$ cat config.mk
export PLATFORM = sky130hd
export DESIGN_NAME = iob_regfile_sp_ctrl_flat
export DESIGN_NICKNAME = d
export VERILOG_FILES = /design/src/rtl/iob_regfile_sp_ctrl_pkg.sv /design/src/rtl/iob_regfile_sp_ctrl_if.sv /design/src/rtl/iob_regfile_sp_ctrl.sv /design/src/flat_wrapper.sv
export SDC_FILE = /design/constraint.sdc
export NUM_CORES = 1
export LEC_CHECK = 0
export CAP_MARGIN = 20
export CORE_UTILIZATION = 29
export DETAILED_ROUTE_END_ITERATION = 10
export GPL_ROUTABILITY_DRIVEN = 0
export HOLD_SLACK_MARGIN = 0.12
export PLACE_DENSITY = 0.89
export SYNTH_ARGS = -nofsm -noshare
export SYNTH_HDL_FRONTEND = slang
export SYNTH_SLANG_ARGS = --single-unit
$ cat constraint.sdc
create_clock -name clk -period 2.05 [get_ports clk]
set_input_delay 0.41 -clock clk [delete_from_list [all_inputs] [get_ports clk]]
set_output_delay 0.41 -clock clk [all_outputs]
set_load 0.05 [all_outputs]
$ cat src/rtl/iob_regfile_sp_ctrl_pkg.sv
// Shared definitions for the regfile command sequencer: op codes, FSM state
// encodings and the command length decode.
package iob_regfile_sp_ctrl_pkg;

  typedef enum logic [1:0] {
    OP_LOAD  = 2'd0,
    OP_DUMP  = 2'd1,
    OP_CLEAR = 2'd2,
    OP_NOP   = 2'd3
  } cmd_op_e;

  localparam int ST_W = 3;
  localparam logic [ST_W-1:0] ST_IDLE     = 3'd0;
  localparam logic [ST_W-1:0] ST_LOAD     = 3'd1;
  localparam logic [ST_W-1:0] ST_DUMP_RD  = 3'd2;
  localparam logic [ST_W-1:0] ST_DUMP_OUT = 3'd3;
  localparam logic [ST_W-1:0] ST_CLEAR    = 3'd4;

  // A zero length means "the whole regfile" starting from the command address.
  function automatic logic [15:0] decode_len(input logic [15:0] len, input int unsigned addr_w);
    decode_len = (len == 16'd0) ? (16'd1 << addr_w) : len;
  endfunction

endpackage

$ cat src/rtl/iob_regfile_sp_ctrl_if.sv
// Command, load-stream and dump-stream bundle between a host and the sequencer.
interface iob_regfile_sp_ctrl_if #(
    parameter int DATA_W = 32,
    parameter int ADDR_W = 4
);
    // All three channels: a word moves on a rising clock edge where valid and
    // ready are both high; valid never waits on ready, and a source holds its
    // payload stable while valid is high and ready is low.
    logic              cmd_valid;
    logic              cmd_ready;
    logic [1:0]        cmd_op;
    logic [ADDR_W-1:0] cmd_addr;
    logic [ADDR_W:0]   cmd_len;

    logic              in_valid;
    logic              in_ready;
    logic [DATA_W-1:0] in_data;

    logic              out_valid;
    logic              out_ready;
    logic [DATA_W-1:0] out_data;

    modport master (
        output cmd_valid, cmd_op, cmd_addr, cmd_len, in_valid, in_data, out_ready,
        input  cmd_ready, in_ready, out_valid, out_data
    );

    modport slave (
        input  cmd_valid, cmd_op, cmd_addr, cmd_len, in_valid, in_data, out_ready,
        output cmd_ready, in_ready, out_valid, out_data
    );
endinterface

$ cat src/rtl/iob_regfile_sp_ctrl.sv
// Command sequencer that owns the regfile port: bulk LOAD from a stream, DUMP
// to a stream, or CLEAR an address range, with modulo address wrap.
module iob_regfile_sp_ctrl
    import iob_regfile_sp_ctrl_pkg::*;
#(
    parameter int DATA_W = 32,
    parameter int ADDR_W = 4
) (
    input  logic                  clk,
    input  logic                  rst_n,
    iob_regfile_sp_ctrl_if.slave  bus,
    output logic                  rf_we_o,
    output logic [ADDR_W-1:0]     rf_addr_o,
    output logic [DATA_W-1:0]     rf_w_data_o,
    input  logic [DATA_W-1:0]     rf_r_data_i,
    output logic                  busy_o,
    output logic                  done_o,
    output logic [ST_W-1:0]       state_o
);
    localparam int REM_W = ADDR_W + 1;

    logic [ST_W-1:0]   state_q, state_d;
    logic [ADDR_W-1:0] addr_q, addr_d;
    logic [REM_W-1:0]  rem_q, rem_d;
    logic              done_q, done_d;
    logic              cmd_take;
    logic              in_hs;
    logic              out_hs;
    logic              last;

    always_comb begin
        cmd_take = (state_q == ST_IDLE) && !done_q && bus.cmd_valid;
        in_hs    = (state_q == ST_LOAD) && bus.in_valid;
        out_hs   = (state_q == ST_DUMP_OUT) && bus.out_ready;
        last     = (rem_q == REM_W'(1));
        state_d  = state_q;
        addr_d   = addr_q;
        rem_d    = rem_q;
        done_d   = 1'b0;
        case (state_q)
            ST_IDLE: begin
                if (cmd_take) begin
                    // A no-op leaves the counters alone so rf_addr stays put.
                    if (cmd_op_e'(bus.cmd_op) != OP_NOP) begin
                        addr_d = bus.cmd_addr;
                        rem_d  = REM_W'(decode_len(16'(bus.cmd_len), ADDR_W));
                    end
                    case (cmd_op_e'(bus.cmd_op))
                        OP_LOAD:  state_d = ST_LOAD;
                        OP_DUMP:  state_d = ST_DUMP_RD;
                        OP_CLEAR: state_d = ST_CLEAR;
                        default:  done_d  = 1'b1;
                    endcase
                end
            end
            ST_LOAD: begin
                if (in_hs) begin
                    addr_d = addr_q + ADDR_W'(1);
                    rem_d  = rem_q - REM_W'(1);
                    if (last) begin
                        state_d = ST_IDLE;
                        done_d  = 1'b1;
                    end
                end
            end
            ST_DUMP_RD: begin
                state_d = ST_DUMP_OUT;
            end
            ST_DUMP_OUT: begin
                if (out_hs) begin
                    addr_d  = addr_q + ADDR_W'(1);
                    rem_d   = rem_q - REM_W'(1);
                    state_d = last ? ST_IDLE : ST_DUMP_RD;
                    done_d  = last;
                end
            end
            ST_CLEAR: begin
                addr_d = addr_q + ADDR_W'(1);
                rem_d  = rem_q - REM_W'(1);
                if (last) begin
                    state_d = ST_IDLE;
                    done_d  = 1'b1;
                end
            end
            default: begin
                state_d = ST_IDLE;
            end
        endcase
    end

    always_ff @(posedge clk or negedge rst_n) begin
        if (!rst_n) begin
            state_q <= ST_IDLE;
            addr_q  <= '0;
            rem_q   <= '0;
            done_q  <= 1'b0;
        end else begin
            state_q <= state_d;
            addr_q  <= addr_d;
            rem_q   <= rem_d;
            done_q  <= done_d;
        end
    end

    // The address is frozen throughout DUMP_OUT and nothing writes during a
    // dump, so the regfile keeps presenting the same word until it is taken.
    assign bus.out_valid = (state_q == ST_DUMP_OUT);
    assign bus.out_data  = bus.out_valid ? rf_r_data_i : '0;
    assign bus.in_ready  = (state_q == ST_LOAD);
    assign bus.cmd_ready = (state_q == ST_IDLE) && !done_q;

    assign rf_we_o     = in_hs || (state_q == ST_CLEAR);
    assign rf_addr_o   = addr_q;
    assign rf_w_data_o = (state_q == ST_LOAD) ? bus.in_data : '0;

    assign busy_o  = (state_q != ST_IDLE);
    assign done_o  = done_q;
    assign state_o = state_q;
endmodule

$ cat src/flat_wrapper.sv
// flat-port wrapper written by rule: the top's interface ports become plain ports
module iob_regfile_sp_ctrl_flat import iob_regfile_sp_ctrl_pkg::*;
#(
    parameter int DATA_W = 32,
    parameter int ADDR_W = 4
)
  (clk, rst_n, rf_we_o, rf_addr_o, rf_w_data_o, rf_r_data_i, busy_o, done_o, state_o, bus_cmd_valid, bus_cmd_op, bus_cmd_addr, bus_cmd_len, bus_in_valid, bus_in_data, bus_out_ready, bus_cmd_ready, bus_in_ready, bus_out_valid, bus_out_data);
  iob_regfile_sp_ctrl_if #(.DATA_W(DATA_W), .ADDR_W(ADDR_W)) bus_i ();
  input  logic clk;
  input  logic rst_n;
  output logic rf_we_o;
  output logic [ADDR_W-1:0] rf_addr_o;
  output logic [DATA_W-1:0] rf_w_data_o;
  input  logic [DATA_W-1:0] rf_r_data_i;
  output logic busy_o;
  output logic done_o;
  output logic [ST_W-1:0] state_o;
  input wire logic [$bits(bus_i.cmd_valid)-1:0] bus_cmd_valid;
  input wire logic [$bits(bus_i.cmd_op)-1:0] bus_cmd_op;
  input wire logic [$bits(bus_i.cmd_addr)-1:0] bus_cmd_addr;
  input wire logic [$bits(bus_i.cmd_len)-1:0] bus_cmd_len;
  input wire logic [$bits(bus_i.in_valid)-1:0] bus_in_valid;
  input wire logic [$bits(bus_i.in_data)-1:0] bus_in_data;
  input wire logic [$bits(bus_i.out_ready)-1:0] bus_out_ready;
  output wire logic [$bits(bus_i.cmd_ready)-1:0] bus_cmd_ready;
  output wire logic [$bits(bus_i.in_ready)-1:0] bus_in_ready;
  output wire logic [$bits(bus_i.out_valid)-1:0] bus_out_valid;
  output wire logic [$bits(bus_i.out_data)-1:0] bus_out_data;
  assign bus_i.cmd_valid = bus_cmd_valid;
  assign bus_i.cmd_op = bus_cmd_op;
  assign bus_i.cmd_addr = bus_cmd_addr;
  assign bus_i.cmd_len = bus_cmd_len;
  assign bus_i.in_valid = bus_in_valid;
  assign bus_i.in_data = bus_in_data;
  assign bus_i.out_ready = bus_out_ready;
  assign bus_cmd_ready = bus_i.cmd_ready;
  assign bus_in_ready = bus_i.in_ready;
  assign bus_out_valid = bus_i.out_valid;
  assign bus_out_data = bus_i.out_data;
  iob_regfile_sp_ctrl #(.DATA_W(DATA_W), .ADDR_W(ADDR_W)) u_core (.clk(clk), .rst_n(rst_n), .bus(bus_i), .rf_we_o(rf_we_o), .rf_addr_o(rf_addr_o), .rf_w_data_o(rf_w_data_o), .rf_r_data_i(rf_r_data_i), .busy_o(busy_o), .done_o(done_o), .state_o(state_o));
endmodule
==> flow_summary_export.csv, run 1 <==
group,metric,value,unit
grt,grt_overflow_total,0,
cells_and_area,antenna_cells,0,
floorplan,num_rows,26,
cells_and_area,multi_input_area,0.00125,mm²
timing,fin_crit_sh,98.8,%
critical_path,ff2ff_path_depth,6,
floorplan,die_h,74.6,µm
yosys,synthesis.area,0.00153,mm²
power_and_ir_drop,p_int,0.00363,W
clocking,cts_sinks,13,
placement,dp_hpwl,6.37,mm
yosys,synth_cell_types,47,
grt,grt_pass1_vias,2025,
clocking,cts_tree,"built",
grt,grt_usage,27.7,%
clocking,path_clk_slew,0.06,ns
grt,grt_max_degree,36,
power_and_ir_drop,seq_power_share,7.6,%
flow_run,maxCapViolCount,0,
outcome,status,"finished, final reports clean",
yosys,synth-edff-count,0,
yosys,syn_inst,190,
timing,worstMarginPinSlew,0.642,ns
timing,final.setup.tns,0,ns
timing,fmax,0.494,GHz
detailed_routing,via_count,2225,
timing,clock_skew,0.000969,ns
grt,antenna_found_initial,0,
critical_path,crit_required,1.64,ns
detailed_routing,detail_route.iter0.violations,116,
yosys,avgSynthCellArea,8.03,µm²
timing,slew_violations,0,
cells_and_area,final_cell_area,0.00415,mm²
cells_and_area,seq_area,329,µm²
timing,hold-worst-slack,0.556,ns
yosys,async_flop_share,100,%
cells_and_area,final_cell_mix,"clkdlybuf4s50_1 (84), buf_12 (70), and2_4 (32)",
detailed_routing,wl_per_cell,19.8,µm
placement,port_buffers,156,
critical_path,startpoint_type,"flip-flop",
timing,finalHoldViolations,0,
critical_path,cp_max_fo,16,
cells_and_area,final_util,81.7,%
critical_path,reg2reg_slack,0.20,ns
cells_and_area,fin_nets,439,
detailed_routing,ant_nets,0,
detailed_routing,dr.pass1.iters,4,
timing,final-setup-viol-count,0,
power_and_ir_drop,leakage,1.79,nW
yosys,yosysSeqAreaShare,21.3,%
yosys,ys_ff_latch,13,
clocking,htree_levels,1,
detailed_routing,vias_per_cell,5.30,
placement,dpl_worst_slack,-0.218,ns
grt,grt_pass1_wl,11.4,mm
clocking,clock-root-buffer,"clkbuf_8",
cells_and_area,areaGrowthSynthToFinish,172,%
hold_path,hp-class,"primary input to asynchronous set/reset pin",
critical_path,cp-end-kind,"output pin",
cells_and_area,final_layout_size_suffix_gt1_share,48.9,%
detailed_routing,routed_wl,8.31,mm
yosys,synth.top_cells.by_area,"dfrtp_1 (21%), and2_1 (14%), and3_1 (13%)",
cells_and_area,fill_cells,285,
yosys,syn_nets,278,
power_and_ir_drop,pwr_density_cell,1790,mW/mm²
critical_path,arrival,1.62,ns
timing,relSlewSlack,57.1,%
critical_path,crit_type,"flip-flop to output pin",
floorplan,core,0.00507,mm²
timing,setup_slack,0.0239,ns
power_and_ir_drop,ir_worst_vdd,1.17,mV
floorplan,die_area,0.00556,mm²
floorplan,dieWidth,74.6,µm
clocking,cts_hold_buffers,0,
cells_and_area,final_common_cell,"clkdlybuf4s50_1",
floorplan,ioPinCount,157,
detailed_routing,drc,0,
timing,fin_crit,2.03,ns
clocking,clock_path_buffers,2,
yosys,synth-main-ff-cell,"dfrtp_1",
clocking,cts_inserted_buffers,3,
placement,placed_cell_area,0.00401,mm²
power_and_ir_drop,clockPowerShare,3.2,%
yosys,yosysTopAreaCellShare,21.3,%
power_and_ir_drop,switching_share,51.2,%
power_and_ir_drop,pwr-share-comb,89.2,%
power_and_ir_drop,switching_power,0.00381,W
clocking,clock_latency,0.25,ns
yosys,synth_top_area_cell,"dfrtp_1",
yosys,ys_warn_count,0,
floorplan,start_util,30.1,%
## cells in the mapped netlist, types with 2 or more instances
library cell / n
o31ai_1: 3
o22a_1: 3
a21oi_1: 4
ha_1: 8
dfrtp_1: 13
nor2b_1: 3
and3_1: 32
inv_1: 8
o21ai_0: 4
a221o_1: 4
buf_2: 4
nand2_1: 5
a31oi_1: 3
nor3_1: 6
o2bb2ai_1: 3
mux2_2: 3
nand3_1: 5
clkbuf_1: 9
and2_1: 33
o211ai_1: 2
a211oi_1: 2
buf_6: 2
nor2_1: 7
## per-stage QoR
| step | instances | power [W] |
|---|---|---|
| after floorplan | 190 | 0.00406 |
| after global placement | 413 | 0.00676 |
| after detailed placement | 413 | 0.00691 |
| after CTS | 417 | 0.00722 |
| after global routing | 420 | 0.00767 |
| final | 420 | 0.00743 |
## routing by layer
layer	track usage, %	share of wire (%)	vias to the layer above
met4	7.34	2.9	0
met5	0	0	-
met3	4.34	8.4	25
met1	30.5	35	1050
met2	54.3	53	141
li1	-	-	1009
## worst paths after layout
check,startpoint,to
setup / recovery,u_core.state_o[2],rf_w_data_o[11]
min in group clk,u_core.rf_addr_o[2],u_core.rf_addr_o[2]
hold reg to reg,u_core.rf_addr_o[2],u_core.rf_addr_o[2]
hold / removal,rst_n,u_core.rf_addr_o[2]
max in group asynchronous,rst_n,u_core.state_o[1]
setup reg to reg,u_core.state_o[0],u_core.rf_addr_o[2]
## cells by family (layout without fill, tap and decap cells)
kind of cell    count (synthesis)  count (layout)  synth area share, %
buf+inv                        24             184                 7.29
fa+ha+maj                       8               8                 6.56
simple gates                  100             100                 39.6
flops                          13              13                 21.3
mux                             3               3                 2.21
compound gates                 42              42                 23.0
## power by group through the flow
stage          Clock [W]  Combinational, W  Sequential, W
3_5_place_dp           0           0.00635       0.000550
3_3_place_gp           0           0.00622       0.000536
6_report        0.000241           0.00663       0.000562
2_1_floorplan          0           0.00336       0.000705
4_1_cts         0.000238           0.00644       0.000548
5_1_grt         0.000243           0.00685       0.000580
## worst max-delay path, cell delays in order (launching register included)
cell       delay, ns
dfrtp_2         0.43
or2b_1          0.27
nor2_4          0.17
clkbuf_16       0.20
and2_4          0.16
buf_12          0.13
## cell type report
type	count	area share, %
timing repair buffer	172	57.9
multi-input combinational	153	30.2
clock buffer	4	1.09
inverter	8	0.724
sequential	13	7.93
tap	70	2.11
## registers in the layout (all words and copies together), names as in the netlist
name	count
u_core.done_o	1
u_core.rem_q	5
u_core.rf_addr_o	4
u_core.state_o	3
## timing repair
| action | in CTS | in global routing |
|---|---|---|
| resized for setup | 4 | 7 |
| endpoints found under the hold margin | 0 | 0 |
| pin swaps | 0 | 0 |
| gates cloned | 0 | 1 |
| buffers inserted | 0 | 2 |
| endpoints found under the setup margin | 4 | 45 |
No activity file was read; power rests on OpenSTA's default activity.
==> run 2: changes to the inputs <==
Settings changed: PLACE_DENSITY 0.89 to 0.82.
==> run 2 against run 1 <==
Against the previous run:
- total power decreased by 2.2%
- wire length decreased by 8.4%
- the flow now finishes with violations (DRC)
- critical path type unchanged
- global-route usage down 2.1 points
- utilization shrank 0.74 points
- combinational power fell by 3%
- largest cell class unchanged
==> flow_summary_export.csv, run 2 (synthesis gave the netlist of run 1 again) <==
group,metric,value,unit
critical_path,cp_cell_sequence,"or2b_1 -> nor2_4 -> clkbuf_16 -> and2_4 -> buf_12",
power_and_ir_drop,p_int,0.00358,W
clocking,cts_inserted_buffers,3,
critical_path,cp_max_fo,16,
grt,grt_pass1_vias,2027,
cells_and_area,top_register,"u_core.rem_q",
clocking,cts_hold_buffers,0,
timing,fin_crit,1.99,ns
power_and_ir_drop,pwr-share-comb,88.8,%
critical_path,startpoint_type,"flip-flop",
detailed_routing,ant_nets,0,
timing,final-setup-viol-count,0,
critical_path,reg2reg_slack,0.21,ns
clocking,clock_latency,0.25,ns
power_and_ir_drop,seq_power_share,7.9,%
power_and_ir_drop,switching_power,0.00370,W
critical_path,crit_path_start,"u_core.state_o[2]",
placement,dp_hpwl,6.13,mm
critical_path,critical-path-max-stage-delay,0.41,ns
detailed_routing,via_count,2175,
cells_and_area,final_cell_area,0.00411,mm²
grt,grt_max_degree,34,
grt,grt_usage,25.6,%
cells_and_area,final_common_cell,"clkdlybuf4s50_1",
power_and_ir_drop,pwr_density_cell,1770,mW/mm²
floorplan,ioPinCount,157,
cells_and_area,final_cell_mix,"clkdlybuf4s50_1 (84), buf_12 (70), and2_4 (31)",
timing,slew_violations,0,
grt,grt_overflow_total,0,
critical_path,crit_required,1.64,ns
placement,placed_cell_area,0.00401,mm²
timing,final.setup.tns,0,ns
timing,finalHoldViolations,0,
placement,port_buffers,156,
hold_path,worstHoldStart,"u_core.rf_addr_o[2]",
critical_path,crit_slowest_cell,"dfrtp_2",
floorplan,die_area,0.00556,mm²
critical_path,arrival,1.58,ns
floorplan,core,0.00507,mm²
cells_and_area,fin_nets,438,
detailed_routing,wl_per_cell,18.2,µm
critical_path,r2r_start,"u_core.state_o[1]",
outcome,status,"complete, but fails checks",
grt,antenna_found_initial,0,
grt,grt_pass1_wl,10.8,mm
power_and_ir_drop,leakage,1.77,nW
cells_and_area,final_layout_size_suffix_gt1_share,48.1,%
clocking,cts_sinks,13,
critical_path,crit_end,"rf_w_data_o[21]",
power_and_ir_drop,switching_share,50.8,%
timing,rsz0062_at_grt,"yes",
power_and_ir_drop,ir_worst_vdd,1.01,mV
cells_and_area,final_util,81.0,%
floorplan,dieWidth,74.6,µm
floorplan,die_h,74.6,µm
critical_path,crit_type,"flip-flop to output pin",
flow_run,maxCapViolCount,0,
detailed_routing,dr.pass1.iters,7,
clocking,clock_path_buffers,2,
detailed_routing,routed_wl,7.62,mm
detailed_routing,vias_per_cell,5.19,
critical_path,ff2ff_path_depth,4,
timing,relSlewSlack,55.8,%
clocking,htree_levels,1,
power_and_ir_drop,clockPowerShare,3.3,%
timing,clock_skew,0.00287,ns
cells_and_area,fill_cells,306,
hold_path,hp-class,"flip-flop to flip-flop",
timing,fmax,0.502,GHz
detailed_routing,drc,2,
critical_path,cp-end-kind,"output pin",
timing,setup_slack,0.0587,ns
cells_and_area,antenna_cells,0,
cells_and_area,multi_input_area,0.00123,mm²
clocking,path_clk_slew,0.06,ns
timing,hold-worst-slack,0.562,ns
floorplan,num_rows,26,
timing,worstMarginPinSlew,0.661,ns
cells_and_area,seq_area,332,µm²
outcome,violations,"DRC",
detailed_routing,detail_route.iter0.violations,75,
critical_path,r2r_end,"u_core.rem_q[1]",
clocking,clock-root-buffer,"clkbuf_8",
cells_and_area,areaGrowthSynthToFinish,169,%
timing,fin_crit_sh,97.1,%
placement,dpl_worst_slack,-0.165,ns
clocking,cts_tree,"built",
floorplan,start_util,30.1,%
cells_and_area,largest_register_ffs,5,
run 2: changes by cell type in the layout (fill, tap and decap cells not counted), sizes merged:
cell / change
buf: -1
run 2: final cells by class:
| cell class | count | share of cell area [%] |
|---|---|---|
| Tap cell | 70 | 2.13 |
| Sequential cell | 13 | 8.07 |
| Clock buffer | 4 | 1.10 |
| Inverter | 8 | 0.731 |
| Multi-Input combinational cell | 153 | 29.9 |
| Timing Repair Buffer | 171 | 58.1 |
run 2: how the worst min path moves through the flow:
stage	endpoint	slack (ns)	depth (start not counted)
4_1_cts	u_core.rem_q[0]	0.56	1
6_report	u_core.rf_addr_o[2]	0.56	1
3_3_place_gp	u_core.rem_q[4]	0.51	1
3_5_place_dp	u_core.rem_q[4]	0.54	1
2_1_floorplan	u_core.done_o	0.11	0
5_1_grt	u_core.rem_q[4]	0.58	1
run 2: metal layers:
layer	share of wire, %	up-vias	track usage (%)
li1	-	1004	-
met3	8.7	27	5.96
met5	0	-	0
met4	3.6	0	9.01
met1	36	1018	28.6
met2	51	126	47.1
run 2: critical path: cells and delay by family (launching register included):
family                 cells  cell delay [ns]
flip-flops                 1             0.41
buffers and inverters      2             0.33
AND/OR/NAND/NOR            3             0.59
run 2: what timing repair did:
item,4_1_cts,5_1_grt
gates resized for setup,1,5
setup endpoints to repair,5,34
setup buffers,1,0
gates cloned,0,1
pin swaps,0,7
run 2: stage by stage:
stage / power, W / instances
2_1_floorplan: 0.00406 / 190
3_3_place_gp: 0.00677 / 413
3_5_place_dp: 0.00689 / 413
4_1_cts: 0.00717 / 418
5_1_grt: 0.00754 / 419
6_report: 0.00727 / 419
run 2: power by group through the flow:
stage / registers [W] / clock network, W / logic (W)
final: 0.000577 / 0.000238 / 0.00646
after global routing: 0.000599 / 0.000253 / 0.00668
after CTS: 0.000561 / 0.000241 / 0.00636
after detailed placement: 0.000574 / 0 / 0.00632
after global placement: 0.000562 / 0 / 0.00621
after floorplan: 0.000705 / 0 / 0.00336
